`src/rtl/mem_port_arbiter.sv`:
```
// Arbitrates the single data-memory port between instruction fetch (read-only) and
// load/store, with LS priority and a starvation guard that forces an IF grant.
module mem_port_arbiter #(
    parameter int  ADDR_W   = 16,
    parameter int  DATA_W   = 32,
    parameter int  MAX_WAIT = 4,
    localparam int WCW      = $clog2(MAX_WAIT + 1)
) (
    input  logic              clk,
    input  logic              rst,
    input  logic              if_req_i,
    input  logic [ADDR_W-1:0] if_addr_i,
    output logic              if_ack_o,
    input  logic              ls_req_i,
    input  logic              ls_we_i,
    input  logic [ADDR_W-1:0] ls_addr_i,
    input  logic [DATA_W-1:0] ls_wdata_i,
    output logic              ls_ack_o,
    output logic              ls_stall_o,
    output logic [DATA_W-1:0] rdata_o,
    output logic              mem_req_o,
    output logic              mem_we_o,
    output logic [ADDR_W-1:0] mem_addr_o,
    output logic [DATA_W-1:0] mem_wdata_o,
    input  logic              mem_ack_i,
    input  logic [DATA_W-1:0] mem_rdata_i,
    output logic [2:0]        dbg_state_o,
    output logic [WCW-1:0]    dbg_wait_cnt_o
);

    // Handshake: a requester holds req high until its one-cycle ack; the memory side
    // sees mem_req held with stable we/addr/wdata until it returns mem_ack (data valid then).
    typedef enum logic [2:0] {
        S_IDLE    = 3'd0,
        S_BUSY_IF = 3'd1,
        S_BUSY_LS = 3'd2,
        S_RESP_IF = 3'd3,
        S_RESP_LS = 3'd4
    } state_t;

    localparam logic [WCW-1:0] WAIT_MAX = WCW'(MAX_WAIT);

    state_t              r_state;
    state_t              w_next_state;
    logic                w_grant_if;
    logic                w_grant_ls;
    logic                w_busy;
    logic [WCW-1:0]      r_wait_cnt;
    logic                r_if_ack;
    logic                r_ls_ack;
    logic                r_mem_req;
    logic                r_mem_we;
    logic [ADDR_W-1:0]   r_mem_addr;
    logic [DATA_W-1:0]   r_mem_wdata;
    logic [DATA_W-1:0]   r_rdata;

    always_ff @(posedge clk or negedge rst) begin
        if (!rst) begin
            r_state <= S_IDLE;
        end else begin
            r_state <= w_next_state;
        end
    end

    always_comb begin
        w_next_state = r_state;
        w_grant_if   = 1'b0;
        w_grant_ls   = 1'b0;
        case (r_state)
            S_IDLE: begin
                // A starved fetch overrides the normal LS-first order.
                if (if_req_i && (r_wait_cnt == WAIT_MAX)) begin
                    w_grant_if = 1'b1;
                end else if (ls_req_i) begin
                    w_grant_ls = 1'b1;
                end else if (if_req_i) begin
                    w_grant_if = 1'b1;
                end
                if (w_grant_if) begin
                    w_next_state = S_BUSY_IF;
                end else if (w_grant_ls) begin
                    w_next_state = S_BUSY_LS;
                end
            end
            S_BUSY_IF: if (mem_ack_i) w_next_state = S_RESP_IF;
            S_BUSY_LS: if (mem_ack_i) w_next_state = S_RESP_LS;
            S_RESP_IF: w_next_state = S_IDLE;
            S_RESP_LS: w_next_state = S_IDLE;
            default:   w_next_state = S_IDLE;
        endcase
    end

    assign w_busy = (r_state == S_BUSY_IF) || (r_state == S_BUSY_LS);

    always_ff @(posedge clk or negedge rst) begin
        if (!rst) begin
            r_wait_cnt  <= '0;
            r_if_ack    <= 1'b0;
            r_ls_ack    <= 1'b0;
            r_mem_req   <= 1'b0;
            r_mem_we    <= 1'b0;
            r_mem_addr  <= '0;
            r_mem_wdata <= '0;
            r_rdata     <= '0;
        end else begin
            r_if_ack <= (r_state == S_BUSY_IF) && mem_ack_i;
            r_ls_ack <= (r_state == S_BUSY_LS) && mem_ack_i;

            if (w_grant_if) begin
                r_mem_req   <= 1'b1;
                r_mem_we    <= 1'b0;
                r_mem_addr  <= if_addr_i;
                r_mem_wdata <= '0;
            end else if (w_grant_ls) begin
                r_mem_req   <= 1'b1;
                r_mem_we    <= ls_we_i;
                r_mem_addr  <= ls_addr_i;
                r_mem_wdata <= ls_wdata_i;
            end else if (w_busy && mem_ack_i) begin
                r_mem_req <= 1'b0;
                if (!r_mem_we) begin
                    r_rdata <= mem_rdata_i;
                end
            end

            if (w_grant_if) begin
                r_wait_cnt <= '0;
            end else if ((r_state == S_IDLE) && if_req_i && (r_wait_cnt != WAIT_MAX)) begin
                r_wait_cnt <= r_wait_cnt + WCW'(1);
            end
        end
    end

    assign if_ack_o       = r_if_ack;
    assign ls_ack_o       = r_ls_ack;
    assign ls_stall_o     = ls_req_i & ~r_ls_ack;
    assign rdata_o        = r_rdata;
    assign mem_req_o      = r_mem_req;
    assign mem_we_o       = r_mem_we;
    assign mem_addr_o     = r_mem_addr;
    assign mem_wdata_o    = r_mem_wdata;
    assign dbg_state_o    = r_state;
    assign dbg_wait_cnt_o = r_wait_cnt;

endmodule
```
`config.mk`:
```
export PLATFORM = sky130hd
export DESIGN_NAME = mem_port_arbiter
export DESIGN_NICKNAME = d
export VERILOG_FILES = /design/src/rtl/mem_port_arbiter.sv
export SDC_FILE = /design/constraint.sdc
export NUM_CORES = 1
export LEC_CHECK = 0
export BUFFER_PORTS_ARGS = -buffer_cell sky130_fd_sc_hd__buf_2
export CAP_MARGIN = 20
export CORE_AREA = 2 2 114 116
export CTS_BUF_LIST = sky130_fd_sc_hd__clkbuf_4 sky130_fd_sc_hd__clkbuf_8
export CTS_CLUSTER_SIZE = 14
export DETAILED_ROUTE_END_ITERATION = 6
export DIE_AREA = 0 0 116 118
export SYNTH_ARGS = -nofsm -noshare
export SYNTH_HDL_FRONTEND = slang
export SYNTH_SLANG_ARGS = --single-unit
export TNS_END_PERCENT = 10
```
`constraint.sdc`:
```
create_clock -name clk -period 1.8 [get_ports clk]
set_input_delay 0.36 -clock clk [delete_from_list [all_inputs] [get_ports clk]]
set_output_delay 0.36 -clock clk [all_outputs]
set_load 0.02 [all_outputs]
```
==> Yosys cells after proc, flatten, opt, wreduce, memory -nomap -nowiden <==
Cells that the tools add are included.
{ "word_totals": {"register_bits": 90, "inputBits": 102, "out_inout_bits": 91, "elab_cells": 60} }
{ "op_classes": {"addsub": 1, "n_eq_ne": 7, "n_mux": 25, "bitwise": 5, "reduce_logical": 13} }
{ "op_table": {"columns": ["op", "n"], "rows": [
  ["two-way mux 32 bit", 2],
  ["two-way mux 16 bit", 2],
  ["two-way mux 3 bit", 6],
  ["two-way mux 1 bit", 14],
  ["case mux 3 bit (3 select lines)", 1],
  ["logical AND 1 bit", 6],
  ["inequality test 2 bit (second input constant)", 2],
  ["NOT 1 bit", 4],
  ["AND reduction 4 bit", 1],
  ["nonzero test 2 bit", 2],
  ["adder 3 x 1 -> 3 bit (second input constant)", 1],
  ["equality test 3 x 1 -> 1 bit (second input constant)", 1],
  ["equality test 3 x 2 -> 1 bit (second input constant)", 1],
  ["equality test 3 bit (second input constant)", 1],
  ["zero test 3 bit", 1],
  ["inequality test 3 x 1 -> 1 bit (second input constant)", 1],
  ["inequality test 3 bit (second input constant)", 1],
  ["AND reduction 3 bit", 1],
  ["nonzero test 3 bit", 1],
  ["AND 1 bit", 1],
  ["logical OR 1 bit", 1]
]} }

==> Logic depth before layout (Yosys ltp) <==
{ "depth": {"word_depth": 7, "mapped_depth": 7} }

==> Least setup slack after synthesis <==
OpenSTA, ideal clock, no wires.
{ "synth_path": {"path_kind": "reg-to-reg", "startpoint": "register r_wait_cnt[0] (netlist: dbg_wait_cnt_o[0])", "endpoint": "register r_mem_addr[10] (netlist: mem_addr_o[10])", "arrival_time_ps": 1656, "path_slack_ps": 63, "path_stages_with_launch": 8, "path_buffers": 2, "period_less_slack_ps": 1737, "cell_sequence": "dfrtp_1 -> inv_1 -> ha_1 -> a21boi_0 -> buf_2 -> buf_2 -> o21ai_2 -> a31oi_1"} }
{ "synth_between": {"elab_chain_cells": 6, "word_cells_on_any_way": 10, "classes_between": "eq/ne (1); mux (7); reduce/logical (2)"} }
{ "synth_lines": {"columns": ["item", "line", "rtl"], "rows": [
  ["from (decl)", "48", "logic [WCW-1:0] r_wait_cnt;"],
  ["from (signal assigned)", "129", "r_wait_cnt <= r_wait_cnt + WCW'(1);"],
  ["equality test 3 bit (*)", "72", "if (if_req_i && (r_wait_cnt == WAIT_MAX)) begin"],
  ["logical AND 1 bit (*)", "72", null],
  ["two-way mux 1 bit", "72", null],
  ["two-way mux 1 bit (2 in series)", "69", "case (r_state)"],
  ["two-way mux 16 bit or nonzero test 2 bit (tied branches)", null, null],
  ["to (signal assigned)", "112", "r_mem_addr <= if_addr_i;"],
  ["to (signal assigned)", "117", "r_mem_addr <= ls_addr_i;"],
  ["to (decl)", "53", "logic [ADDR_W-1:0] r_mem_addr;"]
]} }
Every way passes the cells marked *; elsewhere a longest branch is shown, timed or not. The select of a mux whose other input is x is not followed.
A chain may end at the register's enable or synchronous reset.

==> Final worst setup path <==
{ "layout_path": {"startpoint": "register r_state[2] (netlist: dbg_state_o[2])", "endpoint": "register r_rdata[16] (netlist: rdata_o[16])"} }
{ "layout_between": {"elab_chain_cells": 4, "word_cells_on_any_way": 10, "classes_between": "eq/ne (2); mux (2); bitwise (2); reduce/logical (4)"} }
{ "layout_lines": {"columns": ["item", "line", "rtl"], "rows": [
  ["from (decl)", "43", "state_t r_state;"],
  ["from (signal assigned)", "61", "r_state <= w_next_state;"],
  ["equality test 3 x 1 -> 1 bit (tied with other cells)", "93", "assign w_busy = (r_state == S_BUSY_IF) || (r_state == S_BUSY_LS);"],
  ["logical OR 1 bit or two-way mux 1 bit (tied branches)", "93, 69", null],
  ["logical AND 1 bit or NOT 1 bit (tied branches)", null, null],
  ["AND reduction 4 bit (no source line) (*)", null, null],
  ["to (signal assigned)", "122", "r_rdata <= mem_rdata_i;"],
  ["to (decl)", "55", "logic [DATA_W-1:0] r_rdata;"]
]} }
Every way passes the cells marked *; elsewhere a longest branch is shown, timed or not.

==> results.md <==
- Final net count: 584
- Die Footprint: 13700 sq um
- Global route total overflow: 0
- Mapped cell area: 3670 sq um
- Worst Setup SP: dbg_state_o[2]$_DFFE_PN0P_
- Final GP Congestion: 0.758
- Critical path cell sequence: nand2b_1 -> nor3_4 -> buf_12 -> mux2_2
- Sequential area share after synthesis: 61.3%
- Yosys warnings: 0
- Cell Int Power: 5740 uW
- Peak supply drop: 0.601 mV
- Drt drc: 0
- Layout cells sized above 1: 56.1%
- Status: completed
- P_sw: 4050 uW
- Routed len/inst: 15.0 microns
- Setup_tns: 0 ns
- Post-detailed-route count of antenna-violating nets: 0
- RSZ-0062 raised after global routing: no
- Slew margin rel.: 72.9%
- Clk root buf: clkbuf_8
- Max clock buf depth: 2
- # fillers: 1233
- Worst Tran Pin Value: 0.407 ns
- Number of post-CTS setup repair buffers: 0
- Top Ports: 193
- Sw frac: 41.4%
- Final Hold Slack: 0.209 ns
- H-tree Lvls: 3
- DRT Wirelength: 9.88 mm
- Fin. max-slew vios: 0
- EDFF count, synth: 0
- Net Count, Synth: 383
- Final setup viols: 0
- Dpl hpwl: 7.32 mm
- Post-synthesis async set-or-reset flop share: 100%
- Initial Util: 29.6%
- Post-synth top area share: 61.3%
- Core ar.: 12400 sq um
- Power share of the combinational group: 49.0%
- Critical Path RT: 2.05 ns
- Total CTS buffers: 9
- Crit end category: register
- Vias in the first global route: 3083
- Post-DR vias/cell: 4.67
- Worst r2r dst: rdata_o[16]$_DFFE_PN0P_
- Synthesized flop and latch total: 90
- Die Height: 118 microns
- Tmin final: 1.70 ns
- R2R cell count: 4
- Slowest cell on the critical path: dfrtp_1
- TritonCTS Sinks: 90
- Via count: 3068
- Reg-to-reg startpoint: dbg_state_o[2]$_DFFE_PN0P_
- Buffers on Ports: 192
- Synth cell types: 34
- Setup Crit Path Kind: reg -> reg
- Clock power frac: 15.4%
- CP Capture Point: rdata_o[16]$_DFFE_PN0P_
- Syn Inst Count: 279
- Pre-antenna DRT Iters: 4
- Power Dens Cells: 1900 nW/um^2
- CTS tree: yes
- Top FF cell, synth: dfrtp_1
- Max-Cap Viols: 0
- Slowest stage delay, CP: 0.47 ns
- Synth area leader: dfrtp_1
- Register share of total power: 35.6%
- Worst setup SP type: register
- Leakage: 0.00253 uW
- Die width: 116 microns
- Skew final: 0.0111 ns
- CTS clk-pin slew, worst paths: 0.09 ns
- Worst hold path type: in -> reg
- CP max FO: 32
- Final hold vios: 0
- Register-to-register setup slack: 0.1 ns
- Area growth from synthesis to layout: 40.5%
- GR Util All Layers: 14.5%
- Final Cycle Share: 94.6%
- # rows: 41
- Data arrival, critical path: 1.95 ns
- First-pass GRT wire length: 15.5 mm
- Mean area per synthesized cell: 13.2 sq um
- Antenna violations before repair: 1
- Clk_lat worst skew: 0.36 ns
- Ant. Diodes: 0
- Fmax: 587 MHz
- 1st-iter DRT viols: 180
- Largest net degree at the start of global routing: 54
- Top cells by area, synth: dfrtp_1, mux2_2, a22o_1, a31oi_1, nand3_1
-- stage by stage --
step                setup slack [ns]  utilization (%)  power (uW)  cell area, sq um  cells
detailed placement           -0.0173             39.7        8380              4930    640
global route                 0.00190             41.6       10400              5160    657
CTS                           0.0802             41.6        9940              5160    657
finish                        0.0973             41.6        9790              5160    657
floorplan                     0.0626                -        6590              3670    279
global placement              0.0590             39.7        8280              4930    640
-- power by group through the flow --
stage | combinational [uW] | sequential [uW] | clock, uW
after detailed placement | 4860 | 3520 | 0
final | 4790 | 3490 | 1510
after global placement | 4770 | 3510 | 0
after CTS | 4880 | 3490 | 1560
after global routing | 5170 | 3610 | 1650
after floorplan | 1940 | 4640 | 0
-- critical path, delay by kind of cell, from the launching register on --
family                 cells  cell delay, ns
buffers and inverters      1            0.23
flip-flops                 1            0.47
multiplexers               1            0.36
AND/OR/NAND/NOR            2            0.51
-- registers in the layout, summed over array words and instances, names as in the netlist --
name            count
mem_we_o            1
ls_ack_o            1
mem_addr_o         16
if_ack_o            1
mem_req_o           1
rdata_o            32
mem_wdata_o        32
dbg_wait_cnt_o      3
dbg_state_o         3
-- worst min-delay path by stage --
| stage | startpoint | end | slack, ns | cells past startpoint |
|---|---|---|---|---|
| after floorplan | rst | dbg_state_o[0]$_DFFE_PN0P_ | 0.06 | 0 |
| after global placement | rst | ls_ack_o$_DFF_PN0_ | 0.20 | 1 |
| after detailed placement | rst | ls_ack_o$_DFF_PN0_ | 0.21 | 1 |
| after CTS | ls_wdata_i[4] | mem_wdata_o[4]$_DFFE_PN0P_ | 0.19 | 2 |
| after global routing | ls_wdata_i[18] | mem_wdata_o[18]$_DFFE_PN0P_ | 0.17 | 2 |
| final | ls_wdata_i[4] | mem_wdata_o[4]$_DFFE_PN0P_ | 0.21 | 2 |
-- kinds of logic (layout without fill, tap and decap cells) --
group | count (synthesis) | count (layout) | share of synthesized area [%]
AO/OA/AOI/OAI | 92 | 92 | 18.1
flip-flops | 90 | 90 | 61.3
AND/OR/NAND/NOR | 34 | 34 | 5.76
multiplexers | 32 | 32 | 9.81
buffers and inverters | 28 | 234 | 4.12
adder cells (fa/ha/maj) | 2 | 2 | 0.681
XOR/XNOR | 1 | 1 | 0.238
-- cells in the mapped netlist (all sizes together) (2+ instances only) --
cell,instances
inv,5
nor3,2
a22o,33
buf,19
mux2,32
nor3b,3
clkbuf,4
o22ai,2
dfrtp,90
nor2,2
a21oi,16
o21ai,18
nand3,19
ha,2
a31oi,17
nand2b,2
-- cells in the final DEF (no fill, tap or decap), drive strengths merged, types with 2 or more instances in the layout --
cell,instances
nand3,19
bufinv,2
dfrtp,90
a22o,33
ha,2
clkbuf,9
o22ai,2
mux2,32
clkinv,3
inv,5
clkinvlp,2
nor3,2
nor3b,3
a31oi,17
nand2b,2
buf,212
nor2,2
o21ai,18
a21oi,16
-- what timing repair did --
item,CTS,global route
resized for setup,1,1
hold buffers,1,0
endpoints found under the setup margin,33,1
endpoints found under the hold margin,9,0
-- layout make-up --
class | count | area, sq um | area share (%)
sequential | 90 | 2250 | 43.6
multi-input combinational | 161 | 1300 | 25.1
timing repair buffer | 213 | 1160 | 22.5
tap | 172 | 215 | 4.17
clock buffer | 9 | 124 | 2.40
clock inverter | 7 | 93.8 | 1.82
inverter | 5 | 18.8 | 0.364
-- per-layer routing --
layer  global-route usage [%]  wire (microns)  up-vias
li1                         -               -     1440
met1                     17.3            4080     1505
met2                     24.3            4910      114
met3                     4.63             754        9
met4                     4.76             134        0
met5                        0               0        -
No activity file was read; power rests on OpenSTA's default activity.
